--- config.mk ---
export PLATFORM = sky130hd
export DESIGN_NAME = rr_req_frontend
export DESIGN_NICKNAME = d
export VERILOG_FILES = /design/src/rtl/rr_req_frontend.sv
export SDC_FILE = /design/constraint.sdc
export NUM_CORES = 1
export LEC_CHECK = 0
export CORE_MARGIN = 3
export CORE_UTILIZATION = 37
export DETAILED_ROUTE_END_ITERATION = 7
export SLEW_MARGIN = 20
export SYNTH_ARGS = -nofsm -noshare
export SYNTH_HDL_FRONTEND = slang
export SYNTH_SLANG_ARGS = --single-unit
--- constraint.sdc ---
create_clock -name clk -period 4.5 [get_ports clk]
set_input_delay 0.9 -clock clk [delete_from_list [all_inputs] [get_ports clk]]
set_output_delay 0.9 -clock clk [all_outputs]
set_load 0.03 [all_outputs]
--- src/rtl/rr_req_frontend.sv ---
// Per-client request FIFOs feeding a round-robin arbiter, with one registered output beat.
// Optional per-client beat and idle-grant statistics are enabled by defining RR_FRONTEND_STATS_EN.
module rr_req_frontend #(
    parameter int N      = 4,
    parameter int DATA_W = 8,
    parameter int DEPTH  = 4
) (
    input  logic                    clk,
    input  logic                    reset,
    input  logic [N-1:0]            in_valid,
    output logic [N-1:0]            in_ready,
    input  logic [N*DATA_W-1:0]     in_data,
    output logic [N-1:0]            req,
    input  logic [N-1:0]            grant,
    output logic                    out_valid,
    input  logic                    out_ready,
    output logic [DATA_W-1:0]       out_data,
    output logic [$clog2(N)-1:0]    out_client,
    output logic                    grant_err
`ifdef RR_FRONTEND_STATS_EN
    ,
    output logic [N*16-1:0]         beat_cnt,
    output logic [N*16-1:0]         idle_grant_cnt
`endif
);

    localparam int CW    = $clog2(N);
    localparam int PTR_W = $clog2(DEPTH);
    localparam int CNT_W = $clog2(DEPTH + 1);

    logic [DATA_W-1:0] mem    [N][DEPTH];
    logic [PTR_W-1:0]  wr_ptr [N];
    logic [PTR_W-1:0]  rd_ptr [N];
    logic [CNT_W-1:0]  count  [N];

    logic [N-1:0]      push;
    logic [N-1:0]      pop;
    logic              multi_hot;
    logic              out_can_load;
    logic              pop_any;
    logic [CW-1:0]     pop_idx;

    // A multi-hot grant blocks every pop so a misbehaving arbiter cannot drain two queues at once.
    assign multi_hot    = |(grant & (grant - N'(1)));
    assign out_can_load = !out_valid || out_ready;

    // NOTE: every always_comb output gets a default first so no latch is inferred.
    always_comb begin
        in_ready = '0;
        req      = '0;
        push     = '0;
        pop      = '0;
        for (int k = 0; k < N; k++) begin
            in_ready[k] = (count[k] < CNT_W'(DEPTH));
            req[k]      = (count[k] != '0);
            push[k]     = in_valid[k] && in_ready[k];
            pop[k]      = grant[k] && req[k] && out_can_load && !multi_hot;
        end
    end

    always_comb begin
        pop_any = 1'b0;
        pop_idx = '0;
        for (int k = 0; k < N; k++) begin
            if (pop[k]) begin
                pop_any = 1'b1;
                pop_idx = CW'(k);
            end
        end
    end

    // NOTE: FIFO storage is not reset; pointers and counts alone define which entries are live.
    always_ff @(posedge clk) begin
        for (int k = 0; k < N; k++) begin
            if (push[k]) begin
                mem[k][wr_ptr[k]] <= in_data[k*DATA_W +: DATA_W];
            end
        end
    end

    // NOTE: sequential state uses non-blocking assignments so all updates see pre-edge values.
    always_ff @(posedge clk) begin
        if (reset) begin
            for (int k = 0; k < N; k++) begin
                wr_ptr[k] <= '0;
                rd_ptr[k] <= '0;
                count[k]  <= '0;
            end
            out_valid  <= 1'b0;
            out_data   <= '0;
            out_client <= '0;
            grant_err  <= 1'b0;
        end else begin
            for (int k = 0; k < N; k++) begin
                if (push[k]) begin
                    wr_ptr[k] <= wr_ptr[k] + PTR_W'(1);
                end
                if (pop[k]) begin
                    rd_ptr[k] <= rd_ptr[k] + PTR_W'(1);
                end
                case ({push[k], pop[k]})
                    2'b10:   count[k] <= count[k] + CNT_W'(1);
                    2'b01:   count[k] <= count[k] - CNT_W'(1);
                    default: count[k] <= count[k];
                endcase
            end

            if (multi_hot) begin
                grant_err <= 1'b1;
            end

            if (pop_any) begin
                out_valid  <= 1'b1;
                out_data   <= mem[pop_idx][rd_ptr[pop_idx]];
                out_client <= pop_idx;
            end else if (out_ready) begin
                out_valid <= 1'b0;
            end
        end
    end

`ifdef RR_FRONTEND_STATS_EN
    logic grant_one_hot;

    assign grant_one_hot = (grant != '0) && !multi_hot;

    // Saturating per-client counters; an idle grant is a valid one-hot grant to an empty queue.
    always_ff @(posedge clk) begin
        if (reset) begin
            beat_cnt       <= '0;
            idle_grant_cnt <= '0;
        end else begin
            for (int k = 0; k < N; k++) begin
                if (pop[k] && beat_cnt[k*16 +: 16] != 16'hFFFF) begin
                    beat_cnt[k*16 +: 16] <= beat_cnt[k*16 +: 16] + 16'd1;
                end
                if (grant[k] && !req[k] && grant_one_hot
                    && idle_grant_cnt[k*16 +: 16] != 16'hFFFF) begin
                    idle_grant_cnt[k*16 +: 16] <= idle_grant_cnt[k*16 +: 16] + 16'd1;
                end
            end
        end
    end
`endif

endmodule

==> results.md, run 1 <==
* Status: complete, but fails checks
* Failing checks: design-rule violations
* Pleak at approximately 0.0030 uW
* Worst Path Buf+Inv at 3
* Critical path class: in2reg
* Remaining antenna violation count after routing at 0
* DP HPWL at ~13 mm
* Share of post-route cells with drive strength above 1 at 9.603%
* Drt drc at 2
* Nets@finish at 664
* # setup viols final at 0
* Mapped Nets at between 600 and 700
* Initial DRC count at around 580
* # clock sinks at 168
* IO Port Bufs at 62
* Final Hold Vio Count at 0
* Remaining Overflow, GRT at 0
* Fmax achieved at around 280 MHz
* Post-synth EDFFs at about 160
* CTS tree: done
* Worst-Skew Late Latency at 0.44 ns
* Post-synth cell types at 50
* Syn Area/Cell at about 14 um^2
* Hold_buf cts at 0
* Max Slew Vio Count at 0
* Tot GR Track Use at between 10% and 20%
* Tmin final at 3.536 ns
* Period utilization at 78.57%
* Core ar. at ~19000 um^2
* Setup crit end kind: flop
* H-tree levels at 4
* Number of warnings issued by yosys at 0
* Async SR Flop Fraction at 0%
* CP top delay family: buffers and inverters
* Worst clock skew at around 0.017 ns
* Most frequent cells in the layout: edfxtp_1 (156), clkdlybuf4s50_1 (62), inv_1 (36), nor3_1 (36), ha_1 (27)
* Slew margin rel. at 33.39%
* Via count at 4730
* RePlAce Congestion at 0.8509
* Crit-path max FO at 13
* Post-CTS resize count at 0
* Num CTS Buffers at 17
* Slew of the pin with the lowest slew margin at 0.9915 ns
* CP peak stage delay at roughly 0.52 ns
* Commonest non-fill, non-tap cell in the layout: edfxtp_1
* Die W at 147.0 um
* Yosys reg bits at 168
* Max IR drop VDD at 0.2633 mV
* First-pass DRT Iterations at 8
* # placed instances at 832
* Sequential-to-total area share from yosys stat at between 60% and 70%
* Finished Layout Cells at 864
* First-pass GRT wire length at 27.52 mm
* Post-synthesis cell area at roughly 7400 um^2
* PwrDens at 430.6 nW/um^2
* Root Buffer: clkbuf_16
* Die Y at between 100 and 150 um
* CP required at 4.67 ns
* Synth Flop Type: edfxtp_1
* Hold crit path type: reg2reg
* IO Count at 63
* CP startpoint kind: input port
* DR vias/cell at 5.475
* CP max stage cell: clkdlybuf4s50_1
* Initial antenna violation count at 0
* Rows at 50
* Syn Inst Count at ~530
* Largest net degree at the start of global routing at 39
* Routed wire length at ~18 mm
* Clock transition at path regs at 0.07 ns
* Unrepaired setup endpoints after global routing: no
* Die footprint at 21620 um^2
* Starting density of the core at between 30% and 40%
* Worst-path cell chain: clkdlybuf4s50_1 > a211o_1 > a21boi_4 > buf_4 > nand2_1 > inv_1 > ha_1 > nand2b_1 > fa_1 > xor2_1 > nor3_1 > a21oi_1 > nor2_1
* Design area at ~8800 um^2
* N_diodes at 0
* Clk buf depth at 2
* Post-CTS Setup Repair Bufs at 0
* Max-cap violations at 0
* Dpl cell area at 8250 um^2
* Area delta synth->final at 20.06%
* Routed len/inst at roughly 21 um
* TNS Setup at 0 ns
* Worst EP arrival at 3.70 ns
* Vias in the first global route at 4804
[registers in the layout (all words and copies together) (netlist names)]
name / flops
wr_ptr: 8
out_valid: 1
rd_ptr: 8
count: 12
out_data: 8
grant_err: 1
mem: 128
out_client: 2
[synthesized netlist by cell type, types with 3 or more instances]
library cell,n,area share (%)
nor2_1,22,1.1
o21bai_1,4,0.41
nand2_1,11,0.56
xor2_1,3,0.36
fa_1,3,0.82
nand2b_1,7,0.60
nor2b_1,10,0.85
dfxtp_1,12,3.3
nand3_1,3,0.20
nor3_1,36,2.4
o21ai_0,8,0.54
edfxtp_1,156,64
a2111oi_1,8,1.1
and2_1,18,1.5
a32oi_1,8,0.95
ha_1,27,4.6
or2_2,13,1.1
a221o_1,8,1.1
a211o_1,3,0.36
a222oi_1,25,3.4
a31oi_1,3,0.26
buf_2,5,0.34
inv_1,36,1.8
xnor2_1,4,0.48
nor3b_1,4,0.41
o211ai_1,16,1.6
or3_1,10,0.85
clkbuf_1,18,0.92
a21oi_1,22,1.5
[per-stage QoR]
| step | util, % | setup slack, ns | power [uW] | hold slack (ns) |
|---|---|---|---|---|
| after CTS | 46.16 | 0.9945 | 3829 | 0.5094 |
| after detailed placement | 43.10 | 0.5540 | 2428 | 0.4931 |
| after floorplan | - | 1.143 | 2205 | 0.5582 |
| final | 46.16 | 0.9644 | 3805 | 0.4988 |
| after global routing | 46.16 | 0.7345 | 3957 | 0.5390 |
| after global placement | 43.10 | 0.6935 | 2411 | 0.4694 |
[logic make-up (layout without fill, tap and decap cells)]
logic type / Yosys count / after routing / synth area share [%]
AOI/OAI and AO/OA: 118 / 118 / 12.90
xor gates and xnor gates: 7 / 7 / 0.8331
adders and majority gates: 30 / 30 / 5.406
buffers and inverters: 65 / 140 / 3.400
DFF: 168 / 168 / 66.92
muxes: 1 / 1 / 0.1360
and+or+nand+nor: 140 / 140 / 10.40
[report_power, final]
group          internal [uW]  switching, uW
Combinational            204            331
Clock                    740            669
Sequential              1810           50.8
Total                   2750           1050
[area by class of cell]
type	instances	area (um^2)
fillers	1721	10310
flip-flops and latches	168	4925
multi-input cells	296	2185
repair buffers	68	665.6
clock buffers	17	425.4
well taps	260	325.3
clock inverters	15	160.2
inverters	40	150.1
[per-layer routing]
| layer | GRT usage (%) | up-vias | part of all wire (%) |
|---|---|---|---|
| met5 | 0 | - | 0 |
| met4 | 5.685 | 0 | 1.3 |
| met3 | 3.794 | 13 | 6.8 |
| met2 | 26.62 | 191 | 47 |
| met1 | 22.78 | 2344 | 44 |
| li1 | - | 2182 | - |
[worst paths after layout]
kind | to | cells past startpoint | slack [ns] | start
max reg2reg | out_data[5] | 8 | 1.56 | count[3][0]
min | grant_err | 2 | 0.50 | grant_err
min reg2reg | grant_err | 2 | 0.50 | grant_err
max | count[0][2] | 13 | 0.96 | grant[2]
[worst register-to-register path: cells and delay by family (launching register included)]
kind	cells	cell delay (ns)
and+or+nand+nor	3	1.08
AOI/OAI and AO/OA	3	1.08
DFF	1	0.41
adders and majority gates	1	0.20
buffers and inverters	1	0.11
Note: power is estimated with default switching activity, not from simulation.
==> inputs of run 2 (changes only) <==
- clock period: 4.5 -> 3 ns (I/O delays scaled with it)
==> run 2 against run 1 <==
Compared with the run above: the flow now finishes without violations; first-iteration DRC count is 15% lower; largest cell class unchanged; critical endpoint unchanged; sequential cell count unchanged; critical path type unchanged; register-to-register slack got worse by 1.3 ns; total power increased by 53%.
==> results.md, run 2 (synthesized netlist as in run 1, its figures left out) <==
* Status: finished clean (was complete, but fails checks)
* Core Util, Final at 47.73% (was 46.16%)
* Remaining antenna violation count after routing at 0 (unchanged)
* Routed wire length at 18.18 mm (was 17.81 mm)
* Number of flip-flops under the largest register name at 128 (unchanged)
* Unrepaired setup endpoints after global routing: no (unchanged)
* Die Y at 147.0 um (unchanged)
* Hold crit path type: reg2reg (unchanged)
* # clock sinks at 168 (unchanged)
* Fmax achieved at between 300 and 400 MHz
* CP startpoint kind: input port (unchanged)
* Via count at 4810 (was 4730)
* Nets@finish at 702 (was 664)
* Crit-path max FO at 5 (was 13)
* Initial antenna violation count at 0 (unchanged)
* Share of post-route cells with drive strength above 1 at 15.11% (was 9.603%)
* Hold_buf cts at 0 (unchanged)
* PwrDens at 638.6 nW/um^2 (was 430.6 nW/um^2)
* Clk buf depth at 2 (unchanged)
* N_diodes at 0 (unchanged)
* Post-CTS Setup Repair Bufs at 0 (unchanged)
* CP peak stage delay at 0.46 ns (was 0.52 ns)
* CP max stage cell: clkdlybuf4s50_1 (unchanged)
* Worst EP arrival at 2.98 ns (was 3.70 ns)
* Routed len/inst at 20.15 um (was 20.61 um)
* H-tree levels at 4 (unchanged)
* Die W at 147.0 um (unchanged)
* Worst-path cell chain: clkdlybuf4s50_1 > a211o_1 > a21boi_4 > nand2_1 > inv_1 > ha_1 > nand2b_1 > fa_1 > xor2_1 > nor3_1 > a21oi_1 > nor2_1 (was clkdlybuf4s50_1 > a211o_1 > a21boi_4 > buf_4 > nand2_1 > inv_1 > ha_1 > nand2b_1 > fa_1 > xor2_1 > nor3_1 > a21oi_1 > nor2_1)
* Max IR drop VDD at 0.4434 mV (was 0.2633 mV)
* Slew of the pin with the lowest slew margin at 0.9383 ns (was 0.9915 ns)
* Pleak at 0.003201 uW (was 0.003017 uW)
* CP required at 3.18 ns (was 4.67 ns)
* Remaining Overflow, GRT at 0 (unchanged)
* Worst-Skew Late Latency at 0.44 ns (about the same)
* Clock transition at path regs at 0.07 ns (about the same)
* Worst clock skew at 0.008195 ns (was 0.01673 ns)
* Final Hold Vio Count at 0 (unchanged)
* Tot GR Track Use at 17.15% (was 16.72%)
* Num CTS Buffers at 17 (unchanged)
* Period utilization at 93.52%
* IO Port Bufs at 62 (unchanged)
* PnR Total Power at 5834 uW (was 3805 uW)
* Root Buffer: clkbuf_16 (unchanged)
* Tmin final at 2.806 ns
* Worst Path Buf+Inv at 2 (was 3)
* Design area at 9136 um^2 (was 8836 um^2)
* Most frequent cells in the layout: edfxtp_1 (156), clkdlybuf4s50_1 (62), buf_4 (44) (was edfxtp_1 (156), clkdlybuf4s50_1 (62), inv_1 (36), nor3_1 (36), ha_1 (27))
* Initial DRC count at 493 (was 577)
* First-pass DRT Iterations at 6 (was 8)
* Final WS setup at 0.1945 ns (was 0.9644 ns)
* RePlAce Congestion at 0.8078 (was 0.8509)
* First-pass GRT wire length at 28.09 mm (was 27.52 mm)
* DP HPWL at 13.13 mm (was 12.79 mm)
* Vias in the first global route at 4974 (was 4804)
* CP top delay family: compound AO/OA/AOI/OAI gates (was buffers and inverters)
* IO Count at 63 (unchanged)
* Die footprint at 21620 um^2 (unchanged)
* Commonest non-fill, non-tap cell in the layout: edfxtp_1 (unchanged)
* Largest net degree at the start of global routing at 30 (was 39)
* Finished Layout Cells at 902 (was 864)
* # placed instances at 870 (was 832)
* Core ar. at 19140 um^2 (unchanged)
* Rows at 50 (unchanged)
* Max Slew Vio Count at 0 (unchanged)
* Post-CTS resize count at 0 (unchanged)
* Setup crit end kind: flop (unchanged)
* # setup viols final at 0 (unchanged)
* Max-cap violations at 0 (unchanged)
* Area delta synth->final at 24.14% (was 20.06%)
* Drt drc at 0 (was 2)
* Slew margin rel. at 36.97% (was 33.39%)
* Pre-CTS setup slack at -0.2434 ns (was 0.5540 ns)
* DR vias/cell at 5.333 (was 5.475)
* Critical path class: in2reg (unchanged)
* Dpl cell area at 8536 um^2 (was 8250 um^2)
* CTS tree: done (unchanged)
* Starting density of the core at 38.44% (unchanged)
run 2: cell types whose count changed in the layout (fill, tap and decap cells not counted), sizes merged:
cell | previous run | this run
buf | 6 | 44
clkinv | 10 | 7
bufinv | 0 | 1
clkinvlp | 0 | 1
inv | 45 | 46
run 2: final timing paths:
path | start | slack [ns] | cells past startpoint | to
setup / recovery | grant[2] | 0.19 | 12 | count[0][2]
hold / removal | out_client[1] | 0.49 | 2 | out_client[1]
setup reg to reg | count[3][0] | 0.29 | 9 | out_data[2]
hold reg to reg | out_client[1] | 0.49 | 2 | out_client[1]
run 2: final cells by class:
cell class / count / area, um^2
Sequential cell: 168 / 4925
Multi-Input combinational cell: 296 / 2185
Fill cell: 1725 / 10010
Tap cell: 260 / 325.3
Clock buffer: 17 / 425.4
Timing Repair Buffer: 106 / 950.9
Inverter: 40 / 150.1
Clock inverter: 15 / 175.2
run 2: stage by stage:
step	setup TNS, ns	hold WS [ns]
after floorplan	0	0.5582
after global placement	-0.8516	0.4576
after detailed placement	-1.654	0.4873
after CTS	0	0.5004
after global routing	0	0.5248
final	0	0.4940
run 2: worst reg2reg max path: stages, from the launching register on:
cell and delay [ns]:
edfxtp_1 0.42, inv_1 0.11, ha_1 0.20, nand2b_4 0.08
and2_1 0.18, a222oi_1 0.42, or4b_1 0.48, buf_4 0.18
a2111oi_1 0.40, a221o_1 0.17
run 2: metal layers:
layer	track usage, %	share of wire (%)	up-vias
li1	-	-	2254
met1	22.91	44	2369
met2	28.35	49	166
met3	3.300	6.3	21
met4	5.685	1.3	0
met5	0	0	-
run 2: power breakdown:
| group | internal [uW] | total (uW) | switching (uW) |
|---|---|---|---|
| Sequential | 2710 | 2790 | 74.7 |
| Combinational | 351 | 855 | 504 |
| Clock | 1190 | 2190 | 1000 |
| Total | 4250 | 5830 | 1580 |
